File: src/rtl/rx_packet_buffer_pkg.sv
// Shared constants and rx FSM encoding for the router input-port packet buffer.
`timescale 1ns/1ps
package rx_packet_buffer_pkg;
   localparam int unsigned CHANNEL_WIDTH_DEF    = 32;
   localparam int unsigned FLITS_PER_PACKET_DEF = 5;
   localparam logic [1:0]  DIFF_PAIR_RESET      = 2'b10;

   typedef enum logic [1:0] {
      RX_IDLE = 2'd0,
      RX_RECV = 2'd1,
      RX_DROP = 2'd2
   } rx_state_t;
endpackage

File: src/rtl/rx_packet_buffer_slot_ram.sv
// Packet slot storage: one synchronous write port, one asynchronous read port.
`timescale 1ns/1ps
module rx_packet_buffer_slot_ram #(
   parameter int unsigned DEPTH = 10,
   parameter int unsigned AW    = 4,
   parameter int unsigned DW    = 32
) (
   input  logic          clk,
   input  logic          i_we,
   input  logic [AW-1:0] i_waddr,
   input  logic [DW-1:0] i_wdata,
   input  logic [AW-1:0] i_raddr,
   output logic [DW-1:0] o_rdata
);
   logic [DW-1:0] r_mem [DEPTH];

   always_ff @(posedge clk) begin
      if (i_we) r_mem[i_waddr] <= i_wdata;
   end

   assign o_rdata = r_mem[i_raddr];
endmodule

File: src/rtl/rx_packet_buffer.sv
// Link receiver: frames 5-flit packets from diff_pair toggles, stores them in credit
// slots and streams complete packets to the router core, returning one credit each.
`timescale 1ns/1ps
module rx_packet_buffer
   import rx_packet_buffer_pkg::*;
#(
   parameter int unsigned CREDITS       = 2,
   parameter int unsigned FLITS         = FLITS_PER_PACKET_DEF,
   parameter int unsigned CHANNEL_WIDTH = CHANNEL_WIDTH_DEF
) (
   input  logic                     clk,
   input  logic                     reset,
   input  logic [1:0]               diff_pair_in,
   input  logic [CHANNEL_WIDTH-1:0] channel_in,
   output logic                     credit_out,
   output logic [CHANNEL_WIDTH-1:0] flit_out,
   output logic                     flit_valid,
   output logic                     flit_last,
   input  logic                     flit_ready,
   output logic                     overflow_err,
   output logic                     framing_err
);
   localparam int unsigned PW    = (CREDITS > 1) ? $clog2(CREDITS) : 1;
   localparam int unsigned CNT_W = $clog2(CREDITS + 1);
   localparam int unsigned DEPTH = CREDITS * FLITS;
   localparam int unsigned AW    = (DEPTH > 1) ? $clog2(DEPTH) : 1;
   localparam logic [2:0]  LAST  = 3'(FLITS - 1);

   rx_state_t          r_state;
   logic [1:0]         r_diff_prev;
   logic [2:0]         r_wr_idx, r_rd_idx;
   logic [PW-1:0]      r_wr_slot, r_rd_slot;
   logic [CNT_W-1:0]   r_used, r_full;
   logic               r_credit, r_overflow, r_framing;

   logic               w_legal, w_start, w_abort, w_claim, w_complete;
   logic               w_valid, w_fire, w_free, w_we;
   logic [CNT_W-1:0]   w_used_base;
   logic [2:0]         w_widx;
   logic [AW-1:0]      w_waddr, w_raddr;
   logic [CHANNEL_WIDTH-1:0] w_rdata;

   // Framing and slot admission; an aborted partial packet gives its slot back first
   assign w_legal     = (diff_pair_in == 2'b01) || (diff_pair_in == 2'b10);
   assign w_start     = w_legal && (diff_pair_in != r_diff_prev);
   assign w_abort     = w_start && (r_state == RX_RECV);
   assign w_used_base = r_used - CNT_W'(w_abort);
   assign w_claim     = w_start && (w_used_base < CNT_W'(CREDITS));
   assign w_complete  = !w_start && (r_state == RX_RECV) && (r_wr_idx == LAST);

   assign w_we    = w_claim || (!w_start && (r_state == RX_RECV));
   assign w_widx  = w_start ? 3'd0 : r_wr_idx;
   assign w_waddr = AW'(r_wr_slot) * AW'(FLITS) + AW'(w_widx);
   assign w_raddr = AW'(r_rd_slot) * AW'(FLITS) + AW'(r_rd_idx);

   assign w_valid = (r_full != '0);
   assign w_fire  = w_valid && flit_ready;
   assign w_free  = w_fire && (r_rd_idx == LAST);

   rx_packet_buffer_slot_ram #(.DEPTH(DEPTH), .AW(AW), .DW(CHANNEL_WIDTH)) u_ram (
      .clk     (clk),
      .i_we    (w_we),
      .i_waddr (w_waddr),
      .i_wdata (channel_in),
      .i_raddr (w_raddr),
      .o_rdata (w_rdata)
   );

   // Receive FSM with framing checks
   always_ff @(posedge clk or posedge reset) begin
      if (reset) begin
         r_state     <= RX_IDLE;
         r_diff_prev <= DIFF_PAIR_RESET;
         r_wr_idx    <= '0;
         r_wr_slot   <= '0;
         r_overflow  <= 1'b0;
         r_framing   <= 1'b0;
      end else begin
         if (w_legal) r_diff_prev <= diff_pair_in;
         else         r_framing   <= 1'b1;
         if (w_start) begin
            if (r_state != RX_IDLE) r_framing <= 1'b1;
            r_wr_idx <= 3'd1;
            if (w_claim) begin
               r_state <= RX_RECV;
            end else begin
               r_state    <= RX_DROP;
               r_overflow <= 1'b1;
            end
         end else begin
            case (r_state)
               RX_RECV, RX_DROP: begin
                  if (r_wr_idx == LAST) begin
                     r_wr_idx <= '0;
                     r_state  <= RX_IDLE;
                     if (r_state == RX_RECV)
                        r_wr_slot <= (r_wr_slot == PW'(CREDITS - 1)) ? '0 : r_wr_slot + PW'(1);
                  end else begin
                     r_wr_idx <= r_wr_idx + 3'd1;
                  end
               end
               RX_IDLE: r_wr_idx <= '0;
               default: r_state  <= RX_IDLE;
            endcase
         end
      end
   end

   // Slot occupancy, tx read pointer and credit return
   always_ff @(posedge clk or posedge reset) begin
      if (reset) begin
         r_used    <= '0;
         r_full    <= '0;
         r_rd_idx  <= '0;
         r_rd_slot <= '0;
         r_credit  <= 1'b0;
      end else begin
         r_used   <= r_used - CNT_W'(w_abort) + CNT_W'(w_claim) - CNT_W'(w_free);
         r_full   <= r_full + CNT_W'(w_complete) - CNT_W'(w_free);
         r_credit <= w_free;
         if (w_fire) begin
            if (r_rd_idx == LAST) begin
               r_rd_idx  <= '0;
               r_rd_slot <= (r_rd_slot == PW'(CREDITS - 1)) ? '0 : r_rd_slot + PW'(1);
            end else begin
               r_rd_idx <= r_rd_idx + 3'd1;
            end
         end
      end
   end

   assign flit_valid   = w_valid;
   assign flit_out     = w_valid ? w_rdata : '0;
   assign flit_last    = w_valid && (r_rd_idx == LAST);
   assign credit_out   = r_credit;
   assign overflow_err = r_overflow;
   assign framing_err  = r_framing;
endmodule

File: config.mk
export PLATFORM = sky130hd
export DESIGN_NAME = rx_packet_buffer
export DESIGN_NICKNAME = d
export VERILOG_FILES = /design/src/rtl/rx_packet_buffer_pkg.sv /design/src/rtl/rx_packet_buffer_slot_ram.sv /design/src/rtl/rx_packet_buffer.sv
export SDC_FILE = /design/constraint.sdc
export NUM_CORES = 1
export LEC_CHECK = 0
export ABC_CLOCK_PERIOD_IN_PS = 23400
export CAP_MARGIN = 25
export CORE_MARGIN = 2
export CORE_UTILIZATION = 55
export CTS_CLUSTER_DIAMETER = 150
export DETAILED_ROUTE_END_ITERATION = 10
export PLACE_DENSITY_LB_ADDON = 0.08
export SYNTH_ARGS = -nofsm -noshare
export SYNTH_HDL_FRONTEND = slang
export SYNTH_SLANG_ARGS = --single-unit
File: constraint.sdc
create_clock -name clk -period 23.4 [get_ports clk]
set_input_delay 3.51 -clock clk [delete_from_list [all_inputs] [get_ports clk]]
set_output_delay 3.51 -clock clk [all_outputs]
set_load 0.02 [all_outputs]
==> results of run 1 <==
## synth_stat cells (all sizes together), types with 2 or more instances
master | instances | area share [%]
a2111oi | 8 | 0.54
a21oi | 35 | 1.3
and2 | 3 | 0.13
and2b | 3 | 0.16
buf | 16 | 0.60
clkbuf | 39 | 1.1
dfrtp | 18 | 3.2
edfxtp | 320 | 69
ha | 17 | 1.5
inv | 15 | 0.40
mux2 | 33 | 2.7
mux2i | 130 | 9.4
nand2 | 11 | 0.30
nand2b | 5 | 0.22
nand3 | 131 | 4.7
nand4 | 33 | 1.5
nor2 | 6 | 0.16
nor2b | 2 | 0.090
nor3b | 2 | 0.11
o21ai | 41 | 1.5
or2 | 3 | 0.13
xnor2 | 6 | 0.38
xor2 | 3 | 0.19
## how the worst max path moves through the flow
stage	start	endpoint	slack (ns)
after floorplan	diff_pair_in[0]	u_ram.r_mem[1][0]	12.57
after detailed placement	r_rd_idx[0]	flit_out[1]	16.31
after CTS	r_rd_idx[0]	flit_out[1]	15.76
after global routing	r_rd_idx[0]	flit_out[1]	15.56
final	r_rd_idx[0]	flit_out[1]	15.75
after global placement	diff_pair_in[1]	u_ram.r_mem[7][24]	16.25
## report_power, final
part / internal, W / total, W / switching (W) / leakage [nW]
Combinational: 0.000161 / 0.000414 / 0.000252 / 1.56
Sequential: 0.000718 / 0.000735 / 0.0000162 / 3.13
Clock: 0.000321 / 0.000533 / 0.000212 / 0.538
Total: 0.00120 / 0.00168 / 0.000480 / 5.22
## metal layers
layer | wire (um) | up-vias | global-route usage [%]
met1 | 12200 | 4024 | 28.5
met3 | 1220 | 41 | 3.33
met4 | 515 | 0 | 5.95
met2 | 15300 | 180 | 40.2
li1 | - | 3628 | -
met5 | 0 | - | 0
## flip-flops by register name (all words and copies together) (netlist names)
name / cells
credit_out: 1
framing_err: 1
overflow_err: 1
r_diff_prev: 2
r_full: 2
r_rd_idx: 3
r_rd_slot: 1
r_state: 2
r_used: 2
r_wr_idx: 3
r_wr_slot: 1
u_ram.r_mem: 320
## placed cells by master, fill, tap and decap left out, drive strengths merged, types with 2 or more instances in the layout
master	n
nor2b	2
nand3	131
ha	17
nand2	11
and2b	3
o21ai	41
bufinv	4
a21oi	35
or2	3
nor2	6
clkdlybuf4s50	73
clkbuf	43
xor2	3
mux2	33
nor3b	2
clkinv	12
nand4	33
edfxtp	320
a2111oi	8
xnor2	6
mux2i	130
nand2b	5
buf	28
and2	3
inv	16
dfrtp	18
## final cells by class
class | instances | area (um^2) | area share, %
multi-input combinational | 481 | 3660 | 22.5
tap | 330 | 413 | 2.54
clock inverter | 17 | 180 | 1.11
timing repair buffer | 101 | 941 | 5.79
inverter | 15 | 56.3 | 0.346
clock buffer | 43 | 916 | 5.64
sequential | 339 | 10100 | 62.1
## through the flow
step	instances	hold WS, ns	instance area (um^2)	setup WS [ns]	util (%)
after floorplan	890	0.438	13900	12.57	-
after global placement	1265	0.452	15100	16.25	60.5
after detailed placement	1266	0.461	15200	16.31	60.5
after CTS	1326	0.473	16300	15.76	64.9
after global routing	1326	0.503	16300	15.56	64.9
final	1326	0.474	16300	15.75	64.9
## worst reg2reg max path, stage by stage, from the launching register on
cell	delay [ns]
dfstp_2	0.55
and2b_1	0.19
o22a_1	0.38
and2_1	0.27
ha_1	0.21
ha_1	0.51
inv_1	0.21
a2111oi_2	0.44
buf_4	0.45
## logic make-up (layout without fill, tap and decap cells)
| group | count (synthesis) | count (layout) | synth area share, % |
|---|---|---|---|
| mux | 163 | 163 | 12.0 |
| xor+xnor | 9 | 9 | 0.567 |
| flops | 339 | 339 | 72.5 |
| fa+ha+maj | 17 | 17 | 1.53 |
| simple gates | 202 | 202 | 7.67 |
| compound gates | 90 | 90 | 3.63 |
| buf+inv | 70 | 176 | 2.06 |
==> results.json, run 1 <==
{
  "ys.warnings.count": 0,
  "via_per_inst": 5.94,
  "coreArea_um2": 25000,
  "grt_pass1_wl_um": 45000,
  "drtIter0Drc": 556,
  "relSlewSlack_pct": 34.4,
  "synthCells": 890,
  "power.density_nw_per_um2": 103,
  "setup_viol": 0,
  "ios": 74,
  "fmax_mhz": 131,
  "reg2reg_to": "u_ram.r_mem[2][31]",
  "clk_latency_ns": 0.51,
  "die_y_um": 163,
  "avgSynthCellArea_um2": 15.6,
  "grt_pass1_vias": 8242,
  "clkTransAtPathRegs_ns": 0.06,
  "worstSetupStartpointType": "flip-flop",
  "cts_tree": "built",
  "min_period_ns": 7.65,
  "cp_data_arrival_time_ns": 4.14,
  "htreeDepth": 2,
  "cp_data_required_time_ns": 19.89,
  "cts_made_buffers": 34,
  "cts-resized-gates": 0,
  "ys_ff_latch": 339,
  "yosysSeqAreaShare_pct": 72.5,
  "holdCritStartpoint": "r_full[1]",
  "slew_viol_final": 0,
  "finalPower_w": 0.00168,
  "grt_antenna_before_repair": 0,
  "rows": 58,
  "r2r.worst_path.cells": 8,
  "drt_wl_total_um": 29200,
  "vias": 7873,
  "critical-path-max-stage-delay_ns": 0.79,
  "async_reset_ff_share_pct": 5.60,
  "port_buffers": 73,
  "final.fill_count": 1765,
  "clk_path_buf_depth": 3,
  "clkSinkCount": 339,
  "finalCritPeriodShare_pct": 32.7,
  "path_common_cell": "ha_4",
  "worst_pin_slew_ns": 0.985,
  "cts_root_buf": "clkbuf_16",
  "cp_slowest_cell": "ha_4",
  "path_max_fanout": 44,
  "hold_buffers": 0,
  "grt_start_max_net_pins": 65,
  "dp_hpwl_um": 16500,
  "cp_cell_sequence": "ha_4 -> ha_4 -> buf_4 -> mux2i_1 -> nand3_1 -> nand4_1 -> a21oi_1 -> clkdlybuf4s50_1",
  "start_util_pct": 55.5,
  "crit_path_end_kind": "primary output",
  "cpLargestDelayFamily": "buffers and inverters",
  "first_pass_iters": 5,
  "wl_per_cell_um": 22.0,
  "p_leak_nw": 5.22,
  "cts_setup_buffers": 0,
  "maxCapViolations": 0,
  "die_w_um": 163,
  "rsz0062_at_grt": "false",
  "worstHoldPathCells": 1,
  "ir_drop_mv": 0.0602,
  "syn-cell-area_um2": 13900,
  "hold_class": "flip-flop to flip-flop",
  "diodes": 0,
  "nets": 1026,
  "hold_viol": 0,
  "syn_to_final_growth_pct": 16.9,
  "gp_congestion": 0.765,
  "crit_buf_inv": 2,
  "synth-edff-count": 320,
  "overflow": 0,
  "ant_nets": 0,
  "setup_tns_ns": 0,
  "synth_cell_types": 37,
  "reg2reg_from": "r_diff_prev[1]",
  "grt_usage_pct": 22.4,
  "layout-drive-gt1-share_pct": 12.9,
  "hold-path-endpoint": "r_full[1]",
  "r2r_setup_slack_ns": 19.85,
  "syn_nets": 944,
  "status": "completed",
  "drc": 0,
  "critPathKind": "flip-flop to primary output",
  "fin_skew_ns": 0.0207,
  "yosys_most_used_dff": "edfxtp_1",
  "dieArea_um2": 26600,
  "path_depth": 8
}
(Power assumes the default switching activity.)
==> run 2, diff against run 1 <==
--- a/config.mk
+++ b/config.mk
@@ -5,7 +5,7 @@
 export SDC_FILE = /design/constraint.sdc
 export NUM_CORES = 1
 export LEC_CHECK = 0
-export ABC_CLOCK_PERIOD_IN_PS = 23400
+export ABC_CLOCK_PERIOD_IN_PS = 7300
 export CAP_MARGIN = 25
 export CORE_MARGIN = 2
 export CORE_UTILIZATION = 55
==> constraint.sdc (replaced) <==
create_clock -name clk -period 7.3 [get_ports clk]
set_input_delay 1.095 -clock clk [delete_from_list [all_inputs] [get_ports clk]]
set_output_delay 1.095 -clock clk [all_outputs]
set_load 0.02 [all_outputs]
==> run 2 against run 1 <==
Net effect:
- global-route usage grew 0.15 points
- first-iteration DRC count grew 11%
- die area is the same
- critical path depth is the same
- register-to-register slack lost 16 ns
- non-clock buffer count shrank 1
==> results.json, run 2 (synthesis gave the netlist of run 1 again) <==
{
  "worstSetupStartpointType": "flip-flop",
  "grt_pass1_wl_um": 45700,
  "crit_path_end_kind": "primary output",
  "relSlewSlack_pct": 36.3,
  "drt_wl_total_um": 29300,
  "cp_data_required_time_ns": 6.20,
  "syn_to_final_growth_pct": 16.8,
  "setup_viol": 0,
  "fin_skew_ns": 0.0105,
  "cts-resized-gates": 0,
  "clkSinkCount": 339,
  "dieArea_um2": 26600,
  "worst_pin_slew_ns": 0.955,
  "clkTransAtPathRegs_ns": 0.06,
  "top_regs": "u_ram.r_mem: 320 flops, r_rd_idx: 3 flops, r_wr_idx: 3 flops",
  "grt_pass1_vias": 8162,
  "regArea_um2": 10100,
  "worstHoldPathCells": 1,
  "cts_tree": "built",
  "power.density_nw_per_um2": 330,
  "drtIter0Drc": 618,
  "cts_made_buffers": 35,
  "status": "completed",
  "critical-path-max-stage-delay_ns": 0.84,
  "via_per_inst": 5.98,
  "final.fill_count": 1817,
  "die_y_um": 163,
  "cts_setup_buffers": 0,
  "intPower_w": 0.00382,
  "overflow": 0,
  "nets": 1026,
  "first_pass_iters": 5,
  "vias": 7930,
  "cts_root_buf": "clkbuf_16",
  "p_switching_w": 0.00155,
  "grt_usage_pct": 22.5,
  "rows": 58,
  "critPathKind": "flip-flop to primary output",
  "clk_latency_ns": 0.50,
  "wl_per_cell_um": 22.1,
  "rsz0062_at_grt": "false",
  "multi_input_area_um2": 3660,
  "p_clk_share_pct": 31.0,
  "clk_path_buf_depth": 3,
  "cpLargestDelayFamily": "buffers and inverters",
  "fmax_mhz": 200,
  "coreArea_um2": 25000,
  "p_leak_nw": 5.22,
  "diodes": 0,
  "final_core_util_pct": 64.9,
  "path_max_fanout": 56,
  "maxCapViolations": 0,
  "ir_drop_mv": 0.306,
  "cp_data_arrival_time_ns": 3.91,
  "crit_buf_inv": 2,
  "largest_register_ffs": 320,
  "grt_start_max_net_pins": 65,
  "r2r.worst_path.cells": 10,
  "hold_class": "flip-flop to flip-flop",
  "slew_viol_final": 0,
  "mostFrequentLayoutCells": "edfxtp_1, nand3_1, mux2i_1, clkdlybuf4s50_1, o21ai_0",
  "hold_viol": 0,
  "largest_register": "u_ram.r_mem",
  "final_common_cell": "edfxtp_1",
  "min_period_ns": 5.00,
  "p_sw_share_pct": 28.8,
  "p_comb_share_pct": 25.2,
  "layout-drive-gt1-share_pct": 12.6,
  "path_common_cell": "ha_4",
  "drc": 0,
  "gp_congestion": 0.766,
  "grt_antenna_before_repair": 0,
  "hold_buffers": 0,
  "htreeDepth": 2,
  "cp_cell_sequence": "ha_4 -> ha_4 -> buf_12 -> mux2i_1 -> nand3_1 -> nand4_1 -> a21oi_1 -> clkdlybuf4s50_1",
  "finalPower_w": 0.00537,
  "r2r_setup_slack_ns": 3.43,
  "seq_power_share_pct": 43.8,
  "port_buffers": 73,
  "dp_hpwl_um": 16400,
  "ios": 74,
  "start_util_pct": 55.5,
  "cp_slowest_cell": "ha_4",
  "die_w_um": 163,
  "finalCritPeriodShare_pct": 68.5,
  "ant_nets": 0,
  "path_depth": 8
}
[run 2: worst paths after layout]
path,from,endpoint
worst max-delay path,r_rd_idx[0],flit_out[19]
worst min-delay path,r_full[1],r_full[1]
worst max register to register,r_diff_prev[1],u_ram.r_mem[9][18]
worst min register to register,r_full[1],r_full[1]
max in group asynchronous,reset,r_wr_idx[2]
min in group asynchronous,reset,r_rd_idx[2]
[run 2: power by group through the flow]
stage	Clock, W	Combinational (W)	Sequential [W]
floorplan	0	0.000905	0.00240
global route	0.00177	0.00147	0.00236
CTS	0.00170	0.00136	0.00235
global placement	0	0.00131	0.00238
finish	0.00166	0.00135	0.00235
detailed placement	0	0.00135	0.00239
[run 2: layout make-up]
type	count	share of cell area, %
flip-flops and latches	339	62.1
multi-input cells	481	22.5
repair buffers	100	5.90
clock buffers	44	5.86
well taps	330	2.54
clock inverters	17	0.755
inverters	15	0.347
[run 2: metrics by stage]
stage / instance area (um^2) / TNS (ns) / setup WS [ns] / instances / hold slack (ns)
3_3_place_gp: 15200 / 0 / 2.58 / 1264 / 0.452
5_1_grt: 16200 / 0 / 2.17 / 1326 / 0.488
4_1_cts: 16200 / 0 / 2.29 / 1326 / 0.471
3_5_place_dp: 15200 / 0 / 2.39 / 1265 / 0.460
2_1_floorplan: 13900 / -142.63 / -1.11 / 890 / 0.438
6_report: 16200 / 0 / 2.30 / 1326 / 0.468
[run 2: per-layer routing]
layer  up-vias  wire, um  track usage (%)
li1       3626         -                -
met1      3993     12800             30.5
met2       270     14500             38.6
met3        41      1520             3.40
met4         0       558             5.71
met5         -         0                0
==> run 3, diff against run 2 <==
--- a/config.mk
+++ b/config.mk
@@ -5,7 +5,7 @@
 export SDC_FILE = /design/constraint.sdc
 export NUM_CORES = 1
 export LEC_CHECK = 0
-export ABC_CLOCK_PERIOD_IN_PS = 7300
+export ABC_CLOCK_PERIOD_IN_PS = 5100
 export CAP_MARGIN = 25
 export CORE_MARGIN = 2
 export CORE_UTILIZATION = 55
==> constraint.sdc (replaced) <==
create_clock -name clk -period 5.1 [get_ports clk]
set_input_delay 0.765 -clock clk [delete_from_list [all_inputs] [get_ports clk]]
set_output_delay 0.765 -clock clk [all_outputs]
set_load 0.02 [all_outputs]
==> run 3 against run 2 <==
Net effect:
- critical path depth unchanged
- clock skew increased by 0.0031 ns
- register-to-register slack worse by 1.9 ns
- count of clock-buffer cells in the layout up 3
- global-route usage is 0.71 points lower
- critical path type unchanged
==> results.json, run 3 (synthesis gave the netlist of run 1 again) <==
{
  "ant_nets": 0,
  "slew_viol_final": 0,
  "fmax_mhz": 231,
  "final_area_um2": 16300,
  "maxCapViolations": 0,
  "coreArea_um2": 25000,
  "worst_pin_slew_ns": 0.918,
  "overflow": 0,
  "hold-worst-slack_ns": 0.463,
  "path_max_fanout": 52,
  "drtIter0Drc": 560,
  "first_pass_iters": 5,
  "cts_setup_buffers": 0,
  "cp_data_arrival_time_ns": 3.56,
  "r2r.worst_path.cells": 8,
  "holdCritStartpoint": "r_full[1]",
  "relSlewSlack_pct": 38.8,
  "status": "completed",
  "drt_wl_total_um": 28100,
  "cts_root_buf": "clkbuf_16",
  "placed_area_um2": 15200,
  "dieArea_um2": 26600,
  "wl_per_cell_um": 21.2,
  "final_common_cell": "edfxtp_1",
  "reg2reg_to": "u_ram.r_mem[2][10]",
  "setup_viol": 0,
  "reg2reg_from": "r_diff_prev[1]",
  "port_buffers": 73,
  "rsz0062_at_grt": "false",
  "largest_register": "u_ram.r_mem",
  "min_period_ns": 4.32,
  "grt_start_max_net_pins": 97,
  "finalPower_w": 0.00775,
  "hold_buffers": 0,
  "worstSetupStartpointType": "flip-flop",
  "hold_class": "flip-flop to flip-flop",
  "nets": 1026,
  "setup_tns_ns": 0,
  "htreeDepth": 2,
  "cp_cell_sequence": "ha_4 -> ha_4 -> buf_12 -> mux2i_1 -> nand3_1 -> nand4_1 -> a21oi_1 -> clkdlybuf4s50_1",
  "layout-drive-gt1-share_pct": 12.6,
  "hold-path-endpoint": "r_full[1]",
  "hold_viol": 0,
  "post-place-ws_ns": 0.805,
  "die_y_um": 163,
  "cp_slowest_cell": "ha_4",
  "grt_antenna_before_repair": 0,
  "critical-path-max-stage-delay_ns": 0.67,
  "clk_latency_ns": 0.51,
  "rows": 58,
  "grt_pass1_wl_um": 44300,
  "diodes": 0,
  "crit_path_end_kind": "primary output",
  "dp_hpwl_um": 16000,
  "cp_data_required_time_ns": 4.34,
  "clkSinkCount": 339,
  "gp_congestion": 0.813,
  "die_w_um": 163,
  "syn_to_final_growth_pct": 17.5,
  "via_per_inst": 5.88,
  "drc": 0,
  "r2r_setup_slack_ns": 1.49,
  "clkTransAtPathRegs_ns": 0.06,
  "grt_usage_pct": 21.8,
  "ios": 74,
  "mostFrequentLayoutCells": "edfxtp_1, nand3_1, mux2i_1, clkdlybuf4s50_1, o21ai_0",
  "start_util_pct": 55.5,
  "largest_register_ffs": 320,
  "fin_ws_ns": 0.779,
  "cts_made_buffers": 35,
  "ir_drop_mv": 0.323,
  "path_common_cell": "ha_4",
  "cts_tree": "built",
  "cpLargestDelayFamily": "buffers and inverters",
  "crit_buf_inv": 2,
  "top_regs": "u_ram.r_mem: 320 flops, r_rd_idx: 3 flops, r_wr_idx: 3 flops",
  "power.density_nw_per_um2": 474,
  "vias": 7804,
  "worstHoldPathCells": 1,
  "finalCritPeriodShare_pct": 84.7,
  "grt_pass1_vias": 8018,
  "critPathKind": "flip-flop to primary output",
  "clk_path_buf_depth": 3,
  "p_leak_nw": 5.24,
  "cts-resized-gates": 0,
  "fin_skew_ns": 0.0136
}
-- run 3: cell types whose count changed in the layout (fill, tap and decap cells not counted), sizes merged --
cell | previous run | this run
clkinv | 15 | 13
bufinv | 2 | 3
clkbuf | 44 | 47
-- run 3: metrics by stage --
stage,util [%],instances
5_1_grt,65.3,1328
3_5_place_dp,60.8,1265
6_report,65.3,1328
4_1_cts,65.3,1328
2_1_floorplan,-,890
3_3_place_gp,60.8,1264
-- run 3: how the worst max path moves through the flow --
stage	from	end	slack, ns	depth (start not counted)
6_report	r_rd_idx[0]	flit_out[0]	0.78	8
4_1_cts	r_rd_idx[0]	flit_out[0]	0.72	8
3_3_place_gp	diff_pair_in[1]	u_ram.r_mem[2][17]	0.95	9
3_5_place_dp	diff_pair_in[1]	u_ram.r_mem[2][17]	0.80	9
5_1_grt	r_rd_idx[0]	flit_out[0]	0.61	8
2_1_floorplan	diff_pair_in[0]	u_ram.r_mem[0][0]	-1.44	9
-- run 3: cell type report --
class / instances / area, um^2
clock buffers: 47 / 963
clock inverters: 16 / 149
fillers: 1793 / 8690
inverters: 15 / 56.3
multi-input cells: 481 / 3680
flip-flops and latches: 339 / 10100
well taps: 330 / 413
repair buffers: 100 / 996
-- run 3: routing by layer --
| layer | global-route usage, % | wire (um) | up-vias |
|---|---|---|---|
| li1 | - | - | 3641 |
| met1 | 29.6 | 12600 | 3916 |
| met2 | 37.2 | 13800 | 207 |
| met3 | 3.30 | 1250 | 40 |
| met4 | 5.63 | 489 | 0 |
| met5 | 0 | 0 | - |
-- run 3: where the power goes --
part	switching [W]	internal [W]	leakage [nW]
combinational	0.00116	0.000761	1.57
sequential	0.0000697	0.00330	3.13
clock	0.000980	0.00148	0.542
total	0.00221	0.00554	5.24
==> edit: new RTL, config.mk and constraints of run 2 <==
The 3 states of `rx_state_t` get a one-hot encoding in 3 bits.
--- a/src/rtl/rx_packet_buffer_pkg.sv
+++ b/src/rtl/rx_packet_buffer_pkg.sv
@@ -7,6 +7,6 @@
 
-   typedef enum logic [1:0] {
-      RX_IDLE = 2'd0,
-      RX_RECV = 2'd1,
-      RX_DROP = 2'd2
+   typedef enum logic [2:0] {
+      RX_IDLE = 3'b001,
+      RX_RECV = 3'b010,
+      RX_DROP = 3'b100
    } rx_state_t;
Formal check against the unedited RTL: same outputs for any inputs over 4 cycles, from zero or initial values and one cycle with reset high; so few cycles prove little.
==> edit against run 2 <==
  * Cell area decreased by 0.32%
  * Synthesized area up 0.41%
  * Routed wire length shrank 0.56%
  * Clock skew increased by 4.7 ps
  * Highest routed layer unchanged
  * Sequential share of layout area up 0.36 points
  * Worst setup slack got worse by 18 ps
  * Sequential cell count increased by 1
  * Largest cell class unchanged
Power is not compared: it rests on default switching activity, and its combinational part moved more than twofold at a synthesized area within 25%.
==> edit: results (changes against run 2) <==
[timing]
slew_headroom_pct=34.6  ; -1.8 points
fin_skew_ps=15.2  ; +4.67 ps

[place]
dp.cells=1257  ; -0.63%
place_area_sq_um=15200  ; +0.12%
pre_cts_slack_ps=2230  ; -155 ps
dp_hpwl_um=15600  ; -4.6%

[global_routing]
grt_pass1_wl_um=45300  ; -0.86%
grt_max_degree=84  ; +29%
use_met1_pct=30.2  ; -0.39 points
track_usage_pct=22.4  ; -0.075 points
grt_pass1_vias=8131  ; -0.38%
use_met2_pct=37.9  ; -0.64 points
use_met3_pct=3.96  ; +0.56 points

[clock_tree]
ctsRootBufferMaster=clkbuf_16
clockBufferDepth=3  ; unchanged
cts_made_buffers=34  ; -2.9%
numClockSinks=340  ; +0.29%

[detailed_routing]
wl_met3_um=1590  ; +4.5%
m1WireLength_um=12500  ; -2.3%
drt_iter0_markers=662  ; +7.1%
routed-wl-met2_um=14500  ; about the same
vias_per_cell=5.98  ; about the same
drt_wl_total_um=29200  ; -0.56%
avgRoutedWirePerCell_um=22.2  ; +0.27%

[layout]
finish.net_count=1016  ; -0.97%
clk_share_pct=6.03  ; -0.59 points
design_area_sq_um=16200  ; -0.32%
drive_above_1_share_pct=12.1  ; -0.47 points
n_clock_buffer=43  ; -2.3%
multi_input_area_share_pct=23.2  ; +0.71 points
nonClkBufAreaFrac_pct=5.50  ; -0.40 points
buffers_excl_clock=90  ; -10%
nonClockInverterCount=11  ; -4
nMultiInputCombCells=487  ; +1.2%

[yosys]
avgSynthCellArea_sq_um=15.7  ; +0.19%
synth_seq_area_share_pct=72.4  ; -0.11 points
synth_commonest_cells=320 x edfxtp_1, 130 x nand3_1, 129 x mux2i_1, 40 x o21ai_0
async_flop_share_pct=5.88  ; +0.28 points
ys_types=45  ; +22%

[worst_setup_path]
max_stage_delay_ps=880  ; +40 ps
crit_family=buffers and inverters
path_max_fanout=76  ; +36%
cp_data_arrival_time_ps=3920  ; about the same

[status]
outcome=complete, no violations

==> edit: path summary, 6_finish.rpt <==
kind,cells past startpoint,slack [ps],to,start
worst min-delay path,1,470,r_full[1]$_DFF_PP0_,r_full[1]$_DFF_PP0_
worst max-delay path,8,2280,flit_out[21],r_rd_idx[0]$_DFFE_PP0P_
max in group asynchronous,2,5800,r_wr_idx[1]$_DFFE_PP0P_,reset
min in group asynchronous,2,1030,r_rd_idx[1]$_DFFE_PP0P_,reset
worst min register to register,1,470,r_full[1]$_DFF_PP0_,r_full[1]$_DFF_PP0_
worst max register to register,8,3450,u_ram.r_mem[0][3]$_DFFE_PP_,r_diff_prev[1]$_DFFE_PP1P_
==> edit: cell families (layout without fill, tap and decap cells) <==
group	Yosys count	count (layout)	share of synthesized area [%]
compound gates	94	94	3.75
mux	163	163	12.0
fa+ha+maj	15	15	1.34
flops	340	340	72.4
simple gates	205	205	7.79
buf+inv	65	158	1.94
xor+xnor	10	10	0.735
